$ cat src/rtl/generador_codigo_6bit.sv
// Serial 6-bit line-code generator: symbol index in, MSB-first frame out with frame strobe.
// Optional odd-parity seventh bit enabled by defining PARIDAD_EN.
module generador_codigo_6bit (
  input  logic       Reloj,
  input  logic       ResetN,
  input  logic [4:0] Dato,
  input  logic       DatoValido,
  output logic       Listo,
  output logic       SalidaSerie,
  output logic       Trama,
  output logic       Ocupado,
  output logic       Error
);

`ifdef PARIDAD_EN
  localparam int unsigned N_BITS = 7;
`else
  localparam int unsigned N_BITS = 6;
`endif
  localparam int unsigned CNT_W    = 3;
  localparam int unsigned CODE_W   = 6;
  localparam int unsigned LAST_IDX = 21;

  typedef enum logic {INACTIVO, TRANSMITE} state_t;

  state_t              state_q, state_d;
  logic [CNT_W-1:0]    cnt_q, cnt_d;
  logic [N_BITS-1:0]   shreg_q, shreg_d;
  logic                serie_q, serie_d;
  logic                trama_q, trama_d;
  logic                ocup_q, ocup_d;
  logic                error_q, error_d;

  logic [CODE_W-1:0]   code_c;
  logic [N_BITS-1:0]   frame_c;
  logic                legal_c;
  logic                last_bit_c;
  logic                xfer_c;

  // Index to legal line-code table
  always_comb begin
    code_c = '0;
    case (Dato)
      5'd0:  code_c = 6'd1;
      5'd1:  code_c = 6'd2;
      5'd2:  code_c = 6'd3;
      5'd3:  code_c = 6'd5;
      5'd4:  code_c = 6'd10;
      5'd5:  code_c = 6'd12;
      5'd6:  code_c = 6'd13;
      5'd7:  code_c = 6'd15;
      5'd8:  code_c = 6'd20;
      5'd9:  code_c = 6'd21;
      5'd10: code_c = 6'd22;
      5'd11: code_c = 6'd23;
      5'd12: code_c = 6'd25;
      5'd13: code_c = 6'd30;
      5'd14: code_c = 6'd31;
      5'd15: code_c = 6'd32;
      5'd16: code_c = 6'd33;
      5'd17: code_c = 6'd35;
      5'd18: code_c = 6'd50;
      5'd19: code_c = 6'd51;
      5'd20: code_c = 6'd52;
      5'd21: code_c = 6'd53;
      default: code_c = '0;
    endcase
  end

  always_comb begin
`ifdef PARIDAD_EN
    frame_c = {code_c, ~^code_c};
`else
    frame_c = code_c;
`endif
  end

  assign legal_c    = (Dato <= 5'(LAST_IDX));
  assign last_bit_c = (state_q == TRANSMITE) && (cnt_q == CNT_W'(N_BITS - 1));
  assign Listo      = (state_q == INACTIVO) || last_bit_c;
  assign xfer_c     = DatoValido && Listo;

  always_ff @(posedge Reloj or negedge ResetN) begin
    if (!ResetN) begin
      state_q <= INACTIVO;
      cnt_q   <= '0;
      shreg_q <= '0;
      serie_q <= 1'b0;
      trama_q <= 1'b0;
      ocup_q  <= 1'b0;
      error_q <= 1'b0;
    end else begin
      state_q <= state_d;
      cnt_q   <= cnt_d;
      shreg_q <= shreg_d;
      serie_q <= serie_d;
      trama_q <= trama_d;
      ocup_q  <= ocup_d;
      error_q <= error_d;
    end
  end

  // Next state: a frame ends on its last bit unless a legal symbol is taken there
  always_comb begin
    state_d = state_q;
    case (state_q)
      INACTIVO: begin
        if (xfer_c && legal_c) state_d = TRANSMITE;
      end
      TRANSMITE: begin
        if (last_bit_c) state_d = (xfer_c && legal_c) ? TRANSMITE : INACTIVO;
      end
      default: state_d = INACTIVO;
    endcase
  end

  // Shift register, bit counter and registered line outputs
  always_comb begin
    cnt_d   = cnt_q;
    shreg_d = shreg_q;
    serie_d = 1'b0;
    trama_d = 1'b0;
    ocup_d  = 1'b0;
    error_d = 1'b0;
    if (xfer_c && legal_c) begin
      serie_d = frame_c[N_BITS-1];
      shreg_d = frame_c << 1;
      cnt_d   = '0;
      trama_d = 1'b1;
      ocup_d  = 1'b1;
    end else if (xfer_c) begin
      error_d = 1'b1;
      cnt_d   = '0;
      shreg_d = '0;
    end else if ((state_q == TRANSMITE) && !last_bit_c) begin
      serie_d = shreg_q[N_BITS-1];
      shreg_d = shreg_q << 1;
      cnt_d   = cnt_q + CNT_W'(1);
      ocup_d  = 1'b1;
    end else begin
      cnt_d   = '0;
      shreg_d = '0;
    end
  end

  assign SalidaSerie = serie_q;
  assign Trama       = trama_q;
  assign Ocupado     = ocup_q;
  assign Error       = error_q;

endmodule

$ cat config.mk
export PLATFORM = sky130hd
export DESIGN_NAME = generador_codigo_6bit
export DESIGN_NICKNAME = d
export VERILOG_FILES = /design/src/rtl/generador_codigo_6bit.sv
export SDC_FILE = /design/constraint.sdc
export NUM_CORES = 1
export LEC_CHECK = 0
export ABC_AREA = 1
export CAP_MARGIN = 20
export CORE_MARGIN = 2
export CORE_UTILIZATION = 56
export CTS_CLUSTER_DIAMETER = 200
export DETAILED_ROUTE_END_ITERATION = 8
export PLACE_DENSITY = 0.92
export RECOVER_POWER = 100
export SLEW_MARGIN = 20
export SYNTH_ARGS = -nofsm -noshare
export SYNTH_HDL_FRONTEND = slang
export SYNTH_SLANG_ARGS = --single-unit
$ cat constraint.sdc
create_clock -name Reloj -period 3.3 [get_ports Reloj]
set_clock_uncertainty 0.15 [all_clocks]
set_input_delay 0.495 -clock Reloj [delete_from_list [all_inputs] [get_ports Reloj]]
set_output_delay 0.495 -clock Reloj [all_outputs]
set_load 0.01 [all_outputs]
* After elaboration in Yosys (flattened, before gate mapping)
Memory sizes are Yosys's and may differ from the RTL's.
Index checks and enable logic that the tools add are counted.
** Operators by class
- Add/sub/neg operators :: 1
- Order comparisons :: 1
- Equal/unequal tests :: 1
- Multiplexer cells :: 17
- Bitwise gates (word level) :: 1
- Reductions and logical operators :: 6
** Operator list (count)
- 6-bit 2-to-1 mux :: 3
- 1-bit 2-to-1 mux :: 10
- 3-bit 2-to-1 mux :: 3
- 5-bit <= comparator (second input constant) :: 1
- 1-bit logical AND :: 4
- 3-bit by 1-bit adder with 3-bit output (second input constant) :: 1
- 3-bit equality test (second input constant) :: 1
- 1-bit case mux with 2 select lines :: 1
- 1-bit zero test :: 1
- 1-bit logical OR :: 1
- 1-bit NOT :: 1
** Storage, ports and cells
- Flip-flop bits (word level) :: 14
- ROM bits :: 192
- Input port bits :: 8
- Output and inout bits :: 5
- Logic and storage cells :: 35
- Memories kept :: 1
** Memories
- (name not given) :: depth 32, width 6, read ports 1, clocked after memory_dff 0, write ports 0, line 43 : case (Dato)

* Depth between registers and ports, before layout
Gate-level depths: netlist of the first run.
- Depth in word-level cells :: 8
- Mapped depth :: 11
- Mapped depth without buffers :: 11

* Worst setup path after synthesis of the first run
No wires, ideal clock.
- Path type :: input to register
- Start :: in Dato[1]
- End :: reg shreg_q[2]
- Setup time :: 0.116 ns
- Arrival :: 1.265 ns
- Required time :: 3.034 ns
- Slack :: 1.768 ns
- Stages on the path :: 10
- Path buffers :: 0
- Cell sequence :: inv_1 -> ha_1 -> inv_1 -> nand2_1 -> nand3_1 -> nand2_1 -> nand2_1 -> nand2_1 -> nand2_1 -> nand2_1
** On the way
- Word-level cells in the longest chain between the ends :: 3
- Elaborated cells between the ends (all ways) :: 4
- Classes of those cells :: order compare (1); mux (1); reduce/logical (1); memory (1)
** Ends and longest elaborated chain
- start: declaration :: line 6 : input logic [4:0] Dato,
- parallel branches: the longest is 2 deep, another holds memory read 32 x 6 bit
- 6-bit 2-to-1 mux (*) :: line 125 : if (xfer_c && legal_c) begin
- via shreg_d[2] :: line 28 : logic [N_BITS-1:0] shreg_q, shreg_d;
- end signal: assignment :: line 95 : shreg_q <= shreg_d;
- end: declaration :: line 28
Mark *: on every way through the listed nets, which the timed path passes.

* Final worst setup path of the first run
- Start :: reg cnt_q[1]
- End :: out Listo
** On the way
- Word-level cells in the longest chain between the ends :: 3
** Ends and longest elaborated chain
- start: declaration :: line 27 : logic [CNT_W-1:0] cnt_q, cnt_d;
- start signal: assignment :: line 94 : cnt_q <= cnt_d;
- 3-bit equality test :: line 79 : assign last_bit_c = (state_q == TRANSMITE) && (cnt_q == CNT_W'(N_BITS - 1));
- 1-bit logical AND :: line 79
- 1-bit logical OR :: line 80 : assign Listo = (state_q == INACTIVO) || last_bit_c;
- end: declaration :: line 8 : output logic Listo,
Every way passes these cells.

==> results.md, run 1 <==
- First-pass GRT wire length: ~2700 um
- R2R depth: 8
- Slew headroom: 0.6447
- Pre-antenna DRT Iters: 4
- Synth Net Count: roughly 120
- Remaining Overflow, GRT: 0
- Final Non-Filler Cells: 131
- Setup Fix Bufs, Post-CTS: 0
- Sequential share of the synthesized area: 0.3796
- Synth unique cells: 23
- Htree depth: 1
- Largest family of logic cells by synthesized area: simple AND/OR/NAND/NOR gates
- CTS sink cnt: 13
- Min setup slack post-route: 0.9047 ns
- Post-Synth XOR/XNOR Area: 0.01022
- RSZ-0062 raised after global routing: no
- Share of cells above drive strength 1: 0.09565
- Post-synth top area cell: dfrtp_1
- Post-synthesis cell area: between 800 and 900 um^2
- Top post-synthesis cells by area: dfrtp_1 (38%), ha_1 (15%), nand2_1 (14%)
- Max IR drop VDD: around 0.19 mV
- Placed instance count: ~130
- Num rows: 14
- Worst reg2reg path startpoint: cnt_q[1]$_DFF_PN0_
- Clock-pin slew on the worst setup and hold paths: ~0.08 ns
- Commonest cells after routing, fill and taps aside: nand2_1 (37), dfrtp_1 (13), ha_1 (10)
- Pre-CTS setup slack: approximately 0.97 ns
- # fillers: 135
- Die W: between 40 and 50 um
- Synth Area in Compound Gates: 0.07299
- Detailed-placement wirelength estimate: 1254 um
- Resize count post-CTS: 0
- Pwr dens: around 500 mW/mm^2
- Sequential power share: 0.449
- Antenna Cells: 0
- Gate Count Post-Synth: 101
- Hold path cells: 2
- Vias post-DR: ~680
- Nets: 134
- Core Region: roughly 0.0015 mm^2
- CTS root buf: clkbuf_4
- R2R Path End: shreg_q[4]$_DFF_PN0_
- Final ANT Viol Nets: 0
- Max cap viols: 0
- Worst Tran Pin Value: between 0.5 and 0.6 ns
- Slew Viols, Final: 0
- Clk buf depth: 2
- Most frequent CP cell: nand2_1
- Yosys top cell area share: 0.3796
- Clock Latency Late Sink: approximately 0.26 ns
- Syn. warnings: 0
- Crit start category: flop
- Kind of critical path: flop to output port
- Largest net degree at the start of global routing: 14
- Layout Cell Area excl Fill: about 980 um^2
- Port buffer count: 12
- Sw power: roughly 0.00017 W
- Logic pwr share: 0.363
- Worst path required time: about 2.7 ns
- Post-synthesis mux area share: 0
- I/O Pins: 13
- CP cell instances: inv_1 -> ha_1 -> nand2_1 -> nand2_1 -> dlygate4sd3_1
- Drt wl/cell: 11.46 um
- R2r setup slk: 1.67 ns
- Post-synthesis simple-gate area fraction: 0.3182
- Initial antenna violation count: 0
- Hold Fails Final Rpt: 0
- Setup-failing EPs final: 0
- Hold path startpoint: shreg_q[5]$_DFF_PN0_
- Placer congestion estimate: ~0.85
- Status: complete, no violations
- Crit path time final: around 2.4 ns
- Max incr delay on CP: 0.64 ns
- Hold WC Path Type: flop to flop
- GRT Total Usage: 0.1899
- Die ar.: about 0.0019 mm^2
- Final period util: 0.7258
- Most common cell after layout, fill and taps aside: nand2_1
- Clock share of power: 0.188
- CTS hold repair buffers: 0
- #FFs+latches synth: 13
- Crit. Startpoint: cnt_q[1]$_DFF_PN0_
- CTS tree: built
- Post-Synth Adder-Cell Area: 0.1460
- Layout area overhead: 14.60%
- Leakage: around 0.52 nW
- Sw frac: 0.3451
- P_int: ~0.00032 W
- DRT Wirelength: 1501 um
- WHS Endpoint: SalidaSerie$_DFF_PN0_
- CP Capture Type: output port
- Total CTS buffers: 3
- Post-route DRC: 0
- Arrival @ worst endpoint: approximately 1.8 ns
- Setup TNS: 0 ns
- Die H: about 43 um
- Initial DRC count: 6
- Vias per cell: between 5 and 6
- Syn_area_per_cell: ~8.5 um^2
- FMAX: 417.5 MHz
- Worst path slowest cell: dlygate4sd3_1
- Placed Instance Area: 974.7 um^2
- Vias in the first global route: just under 700
- Critical path fanouts, max: 8
- Initial core utilization: 0.5825
[stage by stage]
step	hold WS [ns]	total power, W	util
2_1_floorplan	0.04941	0.0003482	-
3_3_place_gp	0.2922	0.0004157	0.6624
3_5_place_dp	0.2942	0.0004253	0.6624
4_1_cts	0.3121	0.0005174	0.6803
5_1_grt	0.3314	0.0005391	0.6675
6_report	0.3103	0.0004960	0.6675
[how the worst max path moves through the flow]
stage                                       to  slack (ns)  cells past startpoint
final                                    Listo        0.90                      5
after global routing                     Listo        0.81                      5
after CTS                                Listo        1.03                      5
after detailed placement  shreg_q[2]$_DFF_PN0_        0.97                     11
after global placement    shreg_q[2]$_DFF_PN0_        1.03                     11
after floorplan           shreg_q[2]$_DFF_PN0_        1.77                     10
[cell families after synthesis]
logic type,after synthesis
fa+ha+maj,10
flops,13
buf+inv,12
compound gates,9
xor+xnor,1
simple gates,56
[Yosys cell counts]
| library cell | instances |
|---|---|
| ha_1 | 10 |
| o211ai_1 | 1 |
| nor2_1 | 6 |
| o21ai_1 | 1 |
| a21oi_2 | 1 |
| dfrtp_1 | 13 |
| nand3b_1 | 1 |
| inv_2 | 2 |
| inv_1 | 7 |
| nand2_2 | 3 |
| nand2_4 | 1 |
| nor2_8 | 1 |
| inv_4 | 1 |
| xnor2_1 | 1 |
| nor3_1 | 1 |
| nand2_1 | 33 |
| a21oi_1 | 2 |
| nand3_1 | 8 |
| buf_6 | 2 |
| o21ai_0 | 1 |
| o21ai_2 | 3 |
| nand3_4 | 1 |
| nand4_1 | 1 |
[flip-flops by register name, summed over array words and instances, names as in the netlist]
register / cells
cnt_q: 3
SalidaSerie: 1
shreg_q: 5
state_q: 1
Trama: 1
Error: 1
Ocupado: 1
[cell type report]
| class | count | area [um^2] | share of cell area |
|---|---|---|---|
| clock buffer | 4 | 26.28 | 0.02675 |
| inverter | 10 | 40.04 | 0.04076 |
| multi-input combinational | 76 | 450.4 | 0.4586 |
| sequential | 13 | 325.3 | 0.3312 |
| tap | 16 | 20.02 | 0.02038 |
| timing repair buffer | 12 | 120.1 | 0.1223 |
[worst max-delay path: cells and delay by family, from the launching register on]
family | cells | cell delay [ns]
DFF | 1 | 0.40
and+or+nand+nor | 2 | 0.25
adders and majority gates | 1 | 0.13
buffers and inverters | 2 | 0.71
[routing by layer]
layer / part of all wire / global-route usage
met1: 0.39 / 0.1880
met2: 0.54 / 0.3642
met3: 0.047 / 0.03404
met4: 0.018 / 0.09697
met5: 0 / 0
[power by group through the flow]
stage                     registers (W)  clock network, W  logic [W]
after floorplan                0.000229                 0   0.000119
after global placement         0.000224                 0   0.000191
after detailed placement       0.000229                 0   0.000197
after CTS                      0.000225         0.0000950   0.000197
after global routing           0.000228          0.000105   0.000206
final                          0.000223         0.0000931   0.000180
Note: power is estimated with default switching activity, not from simulation.
==> run 2: changes to the inputs <==
--- a/config.mk
+++ b/config.mk
@@ -8,10 +8,10 @@
 export ABC_AREA = 1
 export CAP_MARGIN = 20
 export CORE_MARGIN = 2
-export CORE_UTILIZATION = 56
+export CORE_UTILIZATION = 52
 export CTS_CLUSTER_DIAMETER = 200
 export DETAILED_ROUTE_END_ITERATION = 8
-export PLACE_DENSITY = 0.92
+export PLACE_DENSITY = 0.87
 export RECOVER_POWER = 100
 export SLEW_MARGIN = 20
 export SYNTH_ARGS = -nofsm -noshare
==> constraint.sdc (replaced) <==
create_clock -name Reloj -period 2.45 [get_ports Reloj]
set_clock_uncertainty 0.15 [all_clocks]
set_input_delay 0.3675 -clock Reloj [delete_from_list [all_inputs] [get_ports Reloj]]
set_output_delay 0.3675 -clock Reloj [all_outputs]
set_load 0.01 [all_outputs]
==> run 2 against run 1 <==
  * Global-route usage shrank 0.83 points
  * Count of clock-buffer cells in the layout is the same
  * Sequential power grew 34%
  * Total power grew 36%
  * Largest cell class unchanged
  * Highest routed layer unchanged
==> results.md, run 2 (same netlist as run 1, synthesis figures left out) <==
- Detailed-placement wirelength estimate: roughly 1300 um
- Die W: 44.60 um
- Vias per cell: roughly 5.1
- Max incr delay on CP: about 0.59 ns
- Pwr dens: 685.6 mW/mm^2
- CP cell instances: inv_1 -> ha_1 -> nand2_1 -> nand2_1 -> clkdlybuf4s50_1
- Core Region: about 0.0015 mm^2
- Max cap viols: 0
- Logic pwr share: 0.369
- Hold WS: between 0.3 and 0.4 ns
- Most flops, register: shreg_q
- Sequential power share: 0.442
- Nets: around 140
- P_int: ~0.00044 W
- Final period util: 0.8945
- DRT Wirelength: 1582 um
- GRT Total Usage: 0.1816
- Die ar.: roughly 0.0020 mm^2
- Clock-pin slew on the worst setup and hold paths: 0.07 ns
- Sw frac: 0.3443
- Crit start category: flop
- Post-route DRC: 0
- Max reg flops: 5
- Pre-antenna DRT Iters: 4
- Clock Latency Late Sink: between 0.2 and 0.3 ns
- Initial DRC count: 17
- Vias in the first global route: between 600 and 700
- Setup TNS: 0 ns
- Most frequent CP cell: nand2_1
- Htree depth: 1
- Placed instance count: 128
- Status: complete, no violations
- # fillers: about 130
- CTS root buf: clkbuf_4
- CTS sink cnt: 13
- CTS tree: built
- Layout area overhead: 14.89%
- Antenna Cells: 0
- Slew Viols, Final: 0
- Slew headroom: 0.6213
- Clock share of power: 0.189
- Setup Fix Bufs, Post-CTS: 0
- CP bufs+invs: 2
- Num rows: 14
- Largest regs: shreg_q x5, cnt_q x3
- Initial antenna violation count: 0
- WP depth: 5
- Drt wl/cell: 11.98 um
- Final Non-Filler Cells: around 130
- RSZ-0062 raised after global routing: no
- I/O Pins: 13
- Vias post-DR: between 600 and 700
- Resize count post-CTS: 0
- Total CTS buffers: 3
- Worst path slowest cell: clkdlybuf4s50_1
- Placer congestion estimate: 0.8239
- Clk buf depth: 2
- First-pass GRT wire length: around 2500 um
- R2R depth: 8
- Hold WC Path Type: flop to flop
- Crit path time final: approximately 2.2 ns
- FMAX: between 400 and 500 MHz
- Largest net degree at the start of global routing: 14
- Arrival @ worst endpoint: 1.67 ns
- Final ANT Viol Nets: 0
- Hold path cells: 2
- Share of cells above drive strength 1: 0.09483
- Max IR drop VDD: ~0.3 mV
- Port buffer count: 12
- Kind of critical path: flop to output port
- Hold Fails Final Rpt: 0
- Die H: 44.60 um
- CP Capture Type: output port
- Setup-failing EPs final: 0
- Critical path fanouts, max: 8
- Leakage: about 0.52 nW
- Commonest cells after routing, fill and taps aside: nand2_1 (36), dfrtp_1 (13), ha_1 (10)
- Most common cell after layout, fill and taps aside: nand2_1
- Sw power: ~0.00023 W
- Top Family by Delay on Critical Path: buffers and inverters
- Initial core utilization: 0.5624
- CTS hold repair buffers: 0
- Remaining Overflow, GRT: 0
- Worst path required time: about 1.9 ns
- Worst Tran Pin Value: about 0.57 ns
run 2: changes by cell type in the layout (fill, tap and decap cells not counted), sizes merged:
| cell | change |
|---|---|
| clkdlybuf4s50 | +2 |
| dlygate4sd3 | -2 |
| buf | +1 |
run 2: area by class of cell:
type | instances | area, um^2 | share of cell area
Tap cell | 16 | 20.02 | 0.02033
Timing Repair Buffer | 13 | 127.6 | 0.1296
Sequential cell | 13 | 325.3 | 0.3304
Multi-Input combinational cell | 76 | 445.4 | 0.4524
Inverter | 10 | 40.04 | 0.04066
Clock buffer | 4 | 26.28 | 0.02668
run 2: power by group through the flow:
stage	Combinational [W]	Clock [W]	Sequential [W]
3_5_place_dp	0.000275	0	0.000307
2_1_floorplan	0.000160	0	0.000309
6_report	0.000249	0.000127	0.000299
3_3_place_gp	0.000258	0	0.000302
5_1_grt	0.000282	0.000143	0.000306
4_1_cts	0.000277	0.000134	0.000302
run 2: path summary, 6_finish.rpt:
| kind | from | endpoint | slack (ns) |
|---|---|---|---|
| setup / recovery | cnt_q[1]$_DFF_PN0_ | Listo | 0.26 |
| hold / removal | shreg_q[1]$_DFF_PN0_ | shreg_q[2]$_DFF_PN0_ | 0.31 |
| setup reg to reg | cnt_q[1]$_DFF_PN0_ | shreg_q[2]$_DFF_PN0_ | 0.86 |
| hold reg to reg | shreg_q[1]$_DFF_PN0_ | shreg_q[2]$_DFF_PN0_ | 0.31 |
| max in group asynchronous | ResetN | cnt_q[2]$_DFF_PN0_ | 1.41 |
| min in group asynchronous | ResetN | shreg_q[4]$_DFF_PN0_ | 0.37 |
run 2: worst reg2reg max path: cells and delay by family (launching register included):
family / cells / cell delay, ns
DFF: 1 / 0.38
AOI/OAI and AO/OA: 1 / 0.29
buffers and inverters: 1 / 0.06
adders and majority gates: 1 / 0.13
and+or+nand+nor: 5 / 0.52
run 2: through the flow:
stage          power (W)    util  worst slack, ns  cell area [um^2]
3_5_place_dp   0.0005815  0.6445           0.2741             982.2
6_report       0.0006752  0.6461           0.2585             984.7
4_1_cts        0.0007132  0.6617           0.3057              1008
5_1_grt        0.0007311  0.6461           0.1587             984.7
3_3_place_gp   0.0005602  0.6445           0.3135             982.2
2_1_floorplan  0.0004690       -            1.046             857.1
run 2: layer usage:
layer  part of all wire  routed length, um  up-vias  global-route usage
li1                   -                  -      352                   -
met1               0.42                663      300              0.1802
met2               0.52                818       19              0.3391
met3              0.030                 47        4                   0
met4              0.033                 52        0              0.1636
met5                  0                  0        -                   0
==> run 3: changes to the inputs <==
--- a/config.mk
+++ b/config.mk
@@ -8,10 +8,11 @@
 export ABC_AREA = 1
 export CAP_MARGIN = 20
 export CORE_MARGIN = 2
-export CORE_UTILIZATION = 52
+export CORE_UTILIZATION = 55
+export CTS_BUF_LIST = sky130_fd_sc_hd__clkbuf_4
 export CTS_CLUSTER_DIAMETER = 200
 export DETAILED_ROUTE_END_ITERATION = 8
-export PLACE_DENSITY = 0.87
+export PLACE_DENSITY = 0.91
 export RECOVER_POWER = 100
 export SLEW_MARGIN = 20
 export SYNTH_ARGS = -nofsm -noshare
==> run 3 against run 2 <==
  * Global-route usage rose by 4.1 points
  * Fmax decreased by 1.3%
  * Flip-flop and latch count is the same
  * Sequential power is essentially flat
  * Critical path type unchanged
  * Critical endpoint unchanged
==> results.md, run 3 (same netlist as run 1, synthesis figures left out) <==
- Hold Fails Final Rpt: 0
- R2R depth: 7
- CP Capture Type: output port
- Most common cell after layout, fill and taps aside: nand2_1
- CTS hold repair buffers: 0
- Final period util: 0.9060
- Post-route DRC: 0
- Setup Fix Bufs, Post-CTS: 0
- Hold WC Path Type: flop to flop
- Core Region: roughly 0.0015 mm^2
- Share of cells above drive strength 1: 0.1217
- Slew headroom: 0.6275
- Worst path required time: about 1.9 ns
- RSZ-0062 raised after global routing: no
- Largest regs: shreg_q x5, cnt_q x3
- I/O Pins: 13
- Die H: about 43 um
- Remaining Overflow, GRT: 0
- Drt wl/cell: 13.09 um
- Vias per cell: approximately 5.3
- Slew Viols, Final: 0
- Clock-pin slew on the worst setup and hold paths: around 0.070 ns
- Antenna Cells: 0
- Kind of critical path: flop to output port
- Min setup slack post-route: 0.2304 ns
- Vias post-DR: 690
- Die W: approximately 43 um
- Detailed-placement wirelength estimate: 1357 um
- Max IR drop VDD: 0.2280 mV
- Pwr dens: roughly 700 mW/mm^2
- Initial DRC count: 24
- Largest net degree at the start of global routing: 14
- R2R Path End: state_q$_DFF_PN0_
- Clock Latency Late Sink: roughly 0.27 ns
- Layout area overhead: 15.62%
- Htree depth: 1
- Leakage: between 0.5 and 0.6 nW
- Worst reg2reg path startpoint: cnt_q[0]$_DFF_PN0_
- Worst setup endpoint: Listo
- # fillers: 127
- Hold path cells: 2
- First-pass GRT wire length: 3008 um
- Max reg flops: 5
- Worst Tran Pin Value: 0.5569 ns
- Die ar.: 0.001890 mm^2
- Arrival @ worst endpoint: ~1.7 ns
- Pre-antenna DRT Iters: 4
- Setup-failing EPs final: 0
- Port buffer count: 12
- Status: complete, no violations
- Max cap viols: 0
- Nets: 134
- Crit. Startpoint: cnt_q[0]$_DFF_PN0_
- Total CTS buffers: 3
- Commonest cells after routing, fill and taps aside: nand2_1 (35), dfrtp_1 (13), ha_1 (10)
- CTS sink cnt: 13
- GRT Total Usage: 0.2222
- Initial core utilization: 0.5756
- Critical path fanouts, max: 8
- Vias in the first global route: just over 700
- Pre-CTS setup slack: roughly 0.22 ns
- Crit path time final: ~2.2 ns
- Resize count post-CTS: 0
- Placer congestion estimate: about 0.9
- Crit start category: flop
- Num rows: 14
- Clk buf depth: 2
- R2r setup slk: 0.92 ns
- CTS tree: built
- Most flops, register: shreg_q
- Initial antenna violation count: 0
- FMAX: roughly 450 MHz
- Setup TNS: 0 ns
- Final ANT Viol Nets: 0
- Total power: 0.0006905 W
- CTS root buf: clkbuf_4
- DRT Wirelength: around 1700 um
## run 3: through the flow
step                      cell area [um^2]  utilization  std cells  hold WS, ns
after CTS                             1005       0.6748        131       0.3089
final                                991.0       0.6655        131       0.3065
after global routing                 991.0       0.6655        131       0.3307
after floorplan                      857.1            -        101     -0.07809
after detailed placement             974.7       0.6546        127       0.2920
after global placement               974.7       0.6546        127       0.2884
## run 3: worst min path at each step
| stage | startpoint | to | slack [ns] |
|---|---|---|---|
| after floorplan | ResetN | Error$_DFF_PN0_ | -0.08 |
| after global placement | shreg_q[5]$_DFF_PN0_ | SalidaSerie$_DFF_PN0_ | 0.29 |
| after detailed placement | shreg_q[5]$_DFF_PN0_ | SalidaSerie$_DFF_PN0_ | 0.29 |
| after CTS | ResetN | state_q$_DFF_PN0_ | 0.31 |
| after global routing | shreg_q[5]$_DFF_PN0_ | SalidaSerie$_DFF_PN0_ | 0.33 |
| final | shreg_q[5]$_DFF_PN0_ | SalidaSerie$_DFF_PN0_ | 0.31 |
## run 3: area by class of cell
type / count / area, um^2 / area share
flip-flops and latches: 13 / 325.3 / 0.3283
repair buffers: 12 / 120.1 / 0.1212
clock buffers: 4 / 30.03 / 0.03030
well taps: 16 / 20.02 / 0.02020
multi-input cells: 76 / 455.4 / 0.4596
inverters: 10 / 40.04 / 0.04040
## run 3: critical path, cell delays in order, from the launching register on
cell           delay (ns)
dfrtp_1              0.41
ha_1                 0.20
nand2_1              0.07
nand2_2              0.11
dlygate4sd3_1        0.63
## run 3: routing by layer
layer  track usage  wire length (um)
met1        0.2414               693
met5             0                 0
met4        0.2061                68
met3       0.03333               110
met2        0.3672               843
## run 3: where the power goes
part / total (W) / switching [W] / internal, W
Combinational: 0.000250 / 0.000147 / 0.000103
Clock: 0.000139 / 0.0000651 / 0.0000742
Sequential: 0.000302 / 0.0000271 / 0.000275
Total: 0.000690 / 0.000239 / 0.000452
